`src/rtl/cam_pkg.sv`:
```
// Shared types and constants for the camera capture path.
// Frame buffer geometry and RGB565 -> RGB111 bit selection live here.
package cam_pkg;

    typedef enum logic [1:0] {
        WAIT_VS = 2'd0,
        SYNC    = 2'd1,
        ACTIVE  = 2'd2
    } cap_state_t;

    localparam int FB_W     = 320;
    localparam int FB_H     = 240;
    localparam int FB_DEPTH = FB_W * FB_H;

    // R from the first (high) byte, G from the first byte, B from the second (low) byte
    localparam int R_BIT = 7;
    localparam int G_BIT = 2;
    localparam int B_BIT = 4;

endpackage

```
`src/rtl/cam_edge_det.sv`:
```
// Strobe-qualified edge detector: compares the signal against its value
// at the previous strobe, so edges are only reported on strobe cycles.
module cam_edge_det #(
    parameter logic RESET_VAL = 1'b0
) (
    input  logic clk,
    input  logic reset,
    input  logic strobe,
    input  logic sig,
    output logic rise,
    output logic fall
);

    logic prev;

    always_ff @(posedge clk) begin
        if (reset) begin
            prev <= RESET_VAL;
        end else if (strobe) begin
            prev <= sig;
        end
    end

    assign rise = strobe &  sig & ~prev;
    assign fall = strobe & ~sig &  prev;

endmodule

```
`src/rtl/cam_capture.sv`:
```
// Camera capture: RGB565 byte stream in, 2:1 decimated RGB111 frame buffer
// writes out at linear address y*(SRC_W/2)+x.
//
//   state   | meaning
//   WAIT_VS | after reset, waiting for the first vsync rising edge
//   SYNC    | vertical blanking, decide capture on vsync falling edge
//   ACTIVE  | capturing lines until the next vsync rising edge
module cam_capture
    import cam_pkg::*;
#(
    parameter int SRC_W  = 2 * FB_W,
    parameter int SRC_H  = 2 * FB_H,
    parameter int ADDR_W = 17
) (
    input  logic              clk,
    input  logic              reset,
    input  logic              capture_en,
    input  logic              cam_pclk_en,
    input  logic              cam_vsync,
    input  logic              cam_href,
    input  logic [7:0]        cam_data,
    output logic              wr_en,
    output logic [ADDR_W-1:0] wr_addr,
    output logic [2:0]        wr_data,
    output logic              frame_done,
    output logic              frame_err
);

    // One spare bit so oversized lines/frames saturate above the limits
    localparam int COL_W = $clog2(SRC_W + 1) + 1;
    localparam int ROW_W = $clog2(SRC_H + 1) + 1;
    localparam logic [COL_W-1:0] COL_LIM = COL_W'(SRC_W);
    localparam logic [ROW_W-1:0] ROW_LIM = ROW_W'(SRC_H);

    cap_state_t        state, state_nx;
    logic              vs_rise, vs_fall, hr_rise, hr_fall;
    logic [COL_W-1:0]  col;
    logic [ROW_W-1:0]  row;
    logic [ADDR_W-1:0] addr;
    logic              phase, phase_eff, r_lat, g_lat;
    logic              start, end_frame, pix_strobe, pix_done, pix_keep;

    cam_edge_det #(.RESET_VAL(1'b1)) u_vs_edge (
        .clk    (clk),
        .reset  (reset),
        .strobe (cam_pclk_en),
        .sig    (cam_vsync),
        .rise   (vs_rise),
        .fall   (vs_fall)
    );

    cam_edge_det #(.RESET_VAL(1'b0)) u_hr_edge (
        .clk    (clk),
        .reset  (reset),
        .strobe (cam_pclk_en),
        .sig    (cam_href),
        .rise   (hr_rise),
        .fall   (hr_fall)
    );

    always_ff @(posedge clk) begin
        if (reset) begin
            state <= WAIT_VS;
        end else begin
            state <= state_nx;
        end
    end

    always_comb begin
        state_nx   = state;
        start      = 1'b0;
        end_frame  = 1'b0;
        pix_strobe = 1'b0;
        case (state)
            WAIT_VS: if (vs_rise) state_nx = SYNC;
            SYNC: begin
                if (vs_fall && capture_en) begin
                    state_nx = ACTIVE;
                    start    = 1'b1;
                end
            end
            ACTIVE: begin
                if (vs_rise) begin
                    state_nx  = SYNC;
                    end_frame = 1'b1;
                end else begin
                    pix_strobe = cam_pclk_en & cam_href;
                end
            end
            default: state_nx = WAIT_VS;
        endcase
        // A line always opens on a high byte, whatever phase was left behind
        phase_eff = phase & ~hr_rise;
        pix_done  = pix_strobe & phase_eff;
        pix_keep  = pix_done & ~col[0] & ~row[0] & (col < COL_LIM) & (row < ROW_LIM);
    end

    always_ff @(posedge clk) begin
        if (reset) begin
            wr_en      <= 1'b0;
            wr_addr    <= '0;
            wr_data    <= '0;
            frame_done <= 1'b0;
            frame_err  <= 1'b0;
            col        <= '0;
            row        <= '0;
            addr       <= '0;
            phase      <= 1'b0;
            r_lat      <= 1'b0;
            g_lat      <= 1'b0;
        end else begin
            wr_en      <= pix_keep;
            frame_done <= end_frame;
            if (end_frame && (row != ROW_LIM)) begin
                frame_err <= 1'b1;
            end
            if (pix_keep) begin
                wr_addr <= addr;
                wr_data <= {r_lat, g_lat, cam_data[B_BIT]};
                addr    <= addr + 1'b1;
            end
            if (start) begin
                col   <= '0;
                row   <= '0;
                addr  <= '0;
                phase <= 1'b0;
            end else if (pix_strobe) begin
                if (!phase_eff) begin
                    r_lat <= cam_data[R_BIT];
                    g_lat <= cam_data[G_BIT];
                    phase <= 1'b1;
                end else begin
                    phase <= 1'b0;
                    if (col != '1) col <= col + 1'b1;
                end
            end else if (state == ACTIVE && hr_fall && !vs_rise) begin
                if (row != '1) row <= row + 1'b1;
                col   <= '0;
                phase <= 1'b0;
            end
        end
    end

endmodule

```
`config.mk`:
```
export PLATFORM = sky130hd
export DESIGN_NAME = cam_capture
export DESIGN_NICKNAME = d
export VERILOG_FILES = /design/src/rtl/cam_pkg.sv /design/src/rtl/cam_edge_det.sv /design/src/rtl/cam_capture.sv
export SDC_FILE = /design/constraint.sdc
export NUM_CORES = 1
export LEC_CHECK = 0
export CAP_MARGIN = 20
export CORE_MARGIN = 3
export CORE_UTILIZATION = 50
export CTS_CLUSTER_DIAMETER = 120
export DETAILED_ROUTE_END_ITERATION = 8
export PLACE_DENSITY_LB_ADDON = 0.05
export RECOVER_POWER = 50
export SYNTH_ARGS = -nofsm -noshare
export SYNTH_HDL_FRONTEND = slang
export SYNTH_SLANG_ARGS = --single-unit
```
`constraint.sdc`:
```
create_clock -name clk -period 3 [get_ports clk]
set_input_delay 0.45 -clock clk [delete_from_list [all_inputs] [get_ports clk]]
set_output_delay 0.45 -clock clk [all_outputs]
set_load 0.01 [all_outputs]
```
==> metrics.log <==
[metrics] layout overhead on the synthesized area: 14.2%
[metrics] Initial Util: 0.521
[metrics] total number of placement rows: 29
[metrics] CTS sink cnt: 68
[metrics] Worst Skew: 0.0112 ns
[metrics] LEAKAGE: 1.43 nW
[metrics] Final Net Count: 437
[metrics] Yosys warnings: 0
[metrics] Final Hold Viols: 0
[metrics] Max Root-Sink Buffers: 2
[metrics] met1 wire length: 3980 µm
[metrics] worst hold path type: reg2reg
[metrics] met2 layer wire length in the routed design: 3290 µm
[metrics] routed len/inst: 15.4 µm
[metrics] top_reg_cell synth: sky130_fd_sc_hd__dfxtp_1
[metrics] vertical die dimension: 87.6 µm
[metrics] beginning of the critical path: cam_pclk_en
[metrics] final period utilization: 0.807
[metrics] startpoint class of the critical path: primary input
[metrics] overall global routing resource usage: 0.213
[metrics] number of hold buffers added after cts: 0
[metrics] syn_nets: 409
[metrics] final core utilization: 0.595
[metrics] element type at the critical path end: flip-flop
[metrics] Cell Int Power: 0.00124 W
[metrics] slack of the worst reg-to-reg path: 1.03 ns
[metrics] routed via count: 3021
[metrics] capture instance of the worst register-to-register path: row[3]$_SDFFE_PP0P_
[metrics] post-cts resize count: 0
[metrics] DIE AREA: 7670 µm²
[metrics] H-tree depth reported by CTS: 3
[metrics] number of maximum-capacitance violations: 0
[metrics] area of the core region: 6390 µm²
[metrics] register share of total power: 0.559
[metrics] proportion of layout cells with a drive suffix above 1: 0.0706
[metrics] area of the mapped netlist: 3330 µm²
[metrics] Max FO, Critical Path: 16
[metrics] met3 wire len: 393 µm
[metrics] top layer reached by signal wires: met4
[metrics] weighted congestion at the end of routability-driven global placement: 0.782
[metrics] cell types with the largest area share after synthesis: sky130_fd_sc_hd__dfxtp_1 41%, sky130_fd_sc_hd__a21oi_1 5.6%, sky130_fd_sc_hd__nand3_1 5.6%
[metrics] buffers inserted by post-CTS timing repair: 0
[metrics] number of buffers created by CTS: 9
[metrics] number of slew-limit violations in the final report: 0
[metrics] CP Class: in2reg
[metrics] Clk network pwr share: 0.409
[metrics] timing-limited maximum frequency: 413 MHz
[metrics] Ports: 37
[metrics] share of Yosys cell area claimed by the top area cell type: 0.409
[metrics] combinational group share of total power: 0.032
[metrics] initial antenna violation count: 0
[metrics] transition time at the pin with the least slew margin: 0.914 ns
[metrics] worst relative slew slack: 0.390
[metrics] first-pass iteration count of the detailed router: 6
[metrics] worst hold path startpoint: wr_addr[6]$_SDFFE_PP0P_
[metrics] clock tree from TritonCTS: done
[metrics] HPWL reported at the end of detailed placement: 5250 µm
[metrics] total congestion overflow after global routing: 0
[metrics] Die Span X: 87.6 µm
[metrics] final total negative setup slack: 0 ns
[metrics] arrival time at the worst endpoint: 2.70 ns
[metrics] Clock transition at path regs: 0.07 ns
[metrics] Port Buffers: 31
[metrics] share of synthesized registers carrying an async set or reset: 0
[metrics] count of endpoints failing setup in the final report: 0
[metrics] number of unique standard cell types used by synthesis: 53
[metrics] maximum VDD drop: 0.338 mV
[metrics] power density cells: 426 nW/µm²
[metrics] switching power of the nets: 0.000381 W
[metrics] count of inserted antenna diode cells: 0
[metrics] vias in the first global route: 2632
[metrics] mean post-synth cell area: 8.49 µm²
[metrics] R2R cell count: 4
[metrics] Power, Total: 0.00162 W
[metrics] shortest period the worst path allows: 2.42 ns
[metrics] root buffer selected by CTS: sky130_fd_sc_hd__clkbuf_8
[metrics] starting DRC count in detailed routing: 149
[metrics] clock latency on the worst-skew pair: 0.34 ns
[metrics] synthesis-stage register bit count: 68
[metrics] startpoint of the worst register-to-register path: u_vs_edge.prev$_SDFFE_PP1P_
[metrics] Via-to-Cell Ratio: 6.02
[metrics] sequential-to-total area share from yosys stat: 0.409
[metrics] end point of the critical path: row[3]$_SDFFE_PP0P_
[metrics] post-route ant nets: 0
[metrics] outcome: complete, no violations
[metrics] setup repair after global routing missed its margin: no
[metrics] worst path required time: 3.28 ns
[metrics] Post-route DRC: 0
[metrics] Detailed Route WL: 7750 µm
[metrics] Switching Fraction: 0.235
[metrics] synthesized instance count: 392
[metrics] first-pass GRT wire length: 12900 µm
[metrics] number of flops mapped to enable cells by yosys: 0
[metrics] top cell type by total area after synthesis: sky130_fd_sc_hd__dfxtp_1
[metrics] largest net degree at the start of global routing: 38
==> registers in the layout, summed over array words and instances (netlist names) <==
signal and flops:
wr_data 3, u_vs_edge.prev 1, col 11, row 10, frame_err 1, u_hr_edge.prev 1
frame_done 1, g_lat 1, phase 1, wr_en 1, addr 17, state 2
wr_addr 17, r_lat 1
==> worst min-delay path by stage <==
stage,end,cells past startpoint
global placement,wr_addr[16]$_SDFFE_PP0P_,2
floorplan,wr_data[1]$_SDFFE_PP0P_,2
global route,wr_addr[6]$_SDFFE_PP0P_,2
CTS,wr_addr[6]$_SDFFE_PP0P_,2
detailed placement,wr_addr[0]$_SDFFE_PP0P_,2
finish,wr_addr[6]$_SDFFE_PP0P_,2
==> synth_stat cells, types with 2 or more instances <==
library cell / count
sky130_fd_sc_hd__dfxtp_1: 68
sky130_fd_sc_hd__a21oi_1: 37
sky130_fd_sc_hd__nand3_1: 37
sky130_fd_sc_hd__nand2_1: 36
sky130_fd_sc_hd__o21ai_0: 32
sky130_fd_sc_hd__mux2i_1: 17
sky130_fd_sc_hd__nand2b_1: 16
sky130_fd_sc_hd__nand4_1: 15
sky130_fd_sc_hd__and3_1: 9
sky130_fd_sc_hd__buf_2: 9
sky130_fd_sc_hd__clkbuf_1: 8
sky130_fd_sc_hd__nor3_1: 8
sky130_fd_sc_hd__a31oi_1: 7
sky130_fd_sc_hd__nor2_1: 7
sky130_fd_sc_hd__or3_1: 7
sky130_fd_sc_hd__or4_1: 7
sky130_fd_sc_hd__and4_1: 6
sky130_fd_sc_hd__inv_1: 6
sky130_fd_sc_hd__a311oi_1: 5
sky130_fd_sc_hd__clkbuf_8: 4
sky130_fd_sc_hd__nor4_1: 4
sky130_fd_sc_hd__o31ai_1: 4
sky130_fd_sc_hd__ha_1: 3
sky130_fd_sc_hd__o22ai_1: 3
sky130_fd_sc_hd__a211oi_1: 2
sky130_fd_sc_hd__a221oi_1: 2
sky130_fd_sc_hd__buf_1: 2
sky130_fd_sc_hd__buf_4: 2
sky130_fd_sc_hd__nand4b_1: 2
sky130_fd_sc_hd__nor2b_1: 2
sky130_fd_sc_hd__nor3b_1: 2
sky130_fd_sc_hd__o211a_1: 2
==> cell families after synthesis <==
logic type | after synthesis | share of synthesized area
AOI/OAI and AO/OA | 103 | 0.183
adders and majority gates | 3 | 0.0113
buffers and inverters | 32 | 0.0560
DFF | 68 | 0.409
muxes | 17 | 0.0511
and+or+nand+nor | 169 | 0.289
==> final cells by class <==
class                      instances  area (µm²)
sequential                        68        1360
timing repair buffer              43         390
clock buffer                      11         141
clock inverter                     5        27.5
fill                             579        2580
inverter                           6        22.5
tap                               77        96.3
multi-input combinational        292        1760
==> power by group through the flow <==
stage	Clock (W)	Combinational, W	Sequential, W
6_report	0.000663	0.0000517	0.000906
5_1_grt	0.000728	0.0000582	0.000906
4_1_cts	0.000681	0.0000547	0.000906
3_5_place_dp	0	0.0000546	0.000927
3_3_place_gp	0	0.0000540	0.000927
2_1_floorplan	0	0.0000394	0.000927
==> cell usage in the layout (no fill, tap or decap), types with 7 or more instances in the layout <==
cell type,synthesis,layout
sky130_fd_sc_hd__a21oi_1,37,38
sky130_fd_sc_hd__mux2i_1,17,17
sky130_fd_sc_hd__nand4_1,15,15
sky130_fd_sc_hd__buf_4,2,9
sky130_fd_sc_hd__nand3_1,37,37
sky130_fd_sc_hd__nor3_1,8,8
sky130_fd_sc_hd__clkbuf_8,4,10
sky130_fd_sc_hd__a31oi_1,7,7
sky130_fd_sc_hd__o21ai_0,32,32
sky130_fd_sc_hd__or4_1,7,7
sky130_fd_sc_hd__dlygate4sd3_1,0,25
sky130_fd_sc_hd__dfxtp_1,68,68
sky130_fd_sc_hd__nand2_1,36,36
sky130_fd_sc_hd__nor2_1,7,7
sky130_fd_sc_hd__nand2b_1,16,16
sky130_fd_sc_hd__or3_1,7,7
sky130_fd_sc_hd__and3_1,9,9
==> through the flow <==
step	std cells	cell area [µm²]	setup WS, ns	hold WS [ns]
after floorplan	392	3330	1.17	0.444
after global placement	486	3660	0.390	0.458
after detailed placement	486	3660	0.372	0.464
after CTS	502	3830	0.728	0.476
after global routing	502	3800	0.483	0.499
final	502	3800	0.578	0.471
==> routing by layer <==
layer / vias to the layer above / GRT usage
met1: 1402 / 0.308
met2: 86 / 0.313
met5: - / 0
met3: 11 / 0.0649
met4: 0 / 0.0460
li1: 1522 / -
==> worst max-delay path, stage by stage <==
cell and delay, ns:
sky130_fd_sc_hd__dlygate4sd3_1 0.72, sky130_fd_sc_hd__nand4b_1 0.22, sky130_fd_sc_hd__or3_1 0.58, sky130_fd_sc_hd__or4_1 0.58, sky130_fd_sc_hd__a21oi_1 0.14
(Power assumes the default switching activity.)
==> RTL edit: new RTL, same flow settings <==
`RESET_VAL` is set to 1'b0 in 2 places; all go to 1'b1.
--- a/src/rtl/cam_edge_det.sv
+++ b/src/rtl/cam_edge_det.sv
@@ -3,3 +3,3 @@
 module cam_edge_det #(
-    parameter logic RESET_VAL = 1'b0
+    parameter logic RESET_VAL = 1'b1
 ) (
--- a/src/rtl/cam_capture.sv
+++ b/src/rtl/cam_capture.sv
@@ -51,3 +51,3 @@
 
-    cam_edge_det #(.RESET_VAL(1'b0)) u_hr_edge (
+    cam_edge_det #(.RESET_VAL(1'b1)) u_hr_edge (
         .clk    (clk),
Formal check against the unedited RTL: no difference found for any inputs over 10 cycles, from zero or initial values and one cycle with reset high; that may be too few to reach the edited logic, so the function may still have changed.
==> RTL edit against the original RTL <==
- highest routed layer unchanged
- non-clock buffer count rose by 1
- first-iteration DRC count increased by 34%
- power increased by 18%
- fmax down 3.9%
- area after synthesis up 0.71%
- setup slack got worse by 0.099 ns
- synthesized cell count is the same
- worst hold slack better by 0.0027 ns
- critical path depth unchanged
- sequential cell count did not move
- via count rose by 1.8%
- routed wire length up 1.8%
- design area rose by 3.9%
==> RTL edit: results (changes against the original RTL) <==
Pin count of the biggest net entering global routing -> 28 (-26%)
GP Congestion -> 0.789 (+0.86%)
Final wirelength -> 7890 um (+1.8%)
Min Hold Slack -> 0.473 ns (+0.00273 ns)
Dpl cells -> 483 (-0.62%)
Slowest CP cell -> clkbuf_1
Total global routing track utilization -> 22.1% (+0.82 points)
First-pass GRT wire length -> 13500 um (+3.9%)
Asr flop ratio synth -> 0% (unchanged)
Synth cell count leaders -> dfxtp_1 (68), a21oi_1 (40), nand4_1 (30)
Status -> completed
Share of layout cells above drive strength 1 -> 7.58% (+0.52 points)
Hold Path End -> wr_addr[5]
Worst EP arrival -> 2.76 ns (+0.06 ns)
P_leak -> 1.43 nW (-0.36%)
Primary FF master, synth -> dfxtp_1
Vias/cell -> 6.16 (+2.4%)
Maximum vdd drop -> 325 uV (-4.0%)
Kind of cell adding the most delay to the critical path -> buffers and inverters
H-tree levels -> 3 (unchanged)
Port buffer count -> 31 (unchanged)
Drt first-iter violations -> 200 (+34%)
R2R depth -> 6 (+2)
Worst hold path type -> flip-flop to flip-flop
Hold depth -> 2 (unchanged)
Final #Nets -> 434 (-0.69%)
Antenna cells -> 0 (unchanged)
First-pass DRT Iterations -> 4 (-2)
Drt wl/cell -> 15.8 um (+2.4%)
HPWL after detailed placement -> 5260 um (+0.26%)
Syn Nets -> 409 (unchanged)
Worst R2R Start -> col[0]
R2R Setup Slk -> 0.71 ns (-0.32 ns)
CP startpoint -> reset
Clock Tree Root -> clkbuf_8
Synth top area cells -> dfxtp_1 (41%), a21oi_1 (6.0%), nand4_1 (5.6%), o21ai_0 (4.0%), mux2i_1 (3.9%)
Slew HR -> 17.1% (-22 points)
CP peak stage delay -> 0.94 ns (+0.22 ns)
Mapped Cells -> 392 (unchanged)
Vias in the first global route -> 2838 (+7.8%)
Cts bufs inserted -> 9 (unchanged)
Crit-path max FO -> 27 (+11)
Clk_lat worst skew -> 0.35 ns
Reg-to-Reg End -> col[4]
Yosys warns -> 0 (unchanged)
Resize count post-CTS -> 0 (unchanged)
Synth unique cells -> 48 (-9.4%)
Hold Crit Start -> wr_addr[5]
Sequential-to-total area share from yosys stat -> 40.6% (-0.29 points)
Final Skew -> 0.0100 ns (-0.00117 ns)
[RTL edit: how the worst max path moves through the flow]
stage                   to  slack (ns)
detailed placement  col[4]        0.47
global route        col[4]        0.26
finish              col[4]        0.48
global placement    col[5]        0.48
floorplan           col[9]        1.20
CTS                 col[4]        0.73
[RTL edit: per-stage QoR]
stage               worst slack (ns)  instance area, um^2
floorplan                       1.20                 3350
global placement               0.478                 3710
detailed placement             0.472                 3710
CTS                            0.726                 3960
global route                   0.265                 3950
finish                         0.479                 3950
[RTL edit: power by group]
part,leakage (nW),internal [mW],switching [mW],total (mW)
Sequential,0.548,0.904,0.00236,0.907
Combinational,0.759,0.0206,0.0428,0.0634
Clock,0.122,0.575,0.366,0.941
[RTL edit: cell families after synthesis]
group | count (synthesis) | share of synthesized area (%)
AND/OR/NAND/NOR | 175 | 32.2
AO/OA/AOI/OAI | 97 | 17.3
flip-flops | 68 | 40.6
buffers and inverters | 36 | 4.89
multiplexers | 13 | 3.88
adder cells (fa/ha/maj) | 3 | 1.12
[RTL edit: tightest hold or removal path: stages, from the launching register on]
cell	delay, ns
dfxtp_1	0.31
o21ai_0	0.06
a21oi_1	0.06
[RTL edit: cell type report]
type	instances	area, um^2
Fill cell	562	2470
Multi-Input combinational cell	288	1830
Sequential cell	68	1360
Timing Repair Buffer	44	393
Clock buffer	10	138
Clock inverter	6	111
Tap cell	77	96.3
Inverter	6	22.5
[RTL edit: layer usage]
layer	GRT usage, %	share of wire [%]	vias up
met4	9.90	1.7	0
met1	29.8	50	1443
li1	-	-	1553
met5	0	0	-
met3	5.36	4.0	16
met2	33.4	45	63
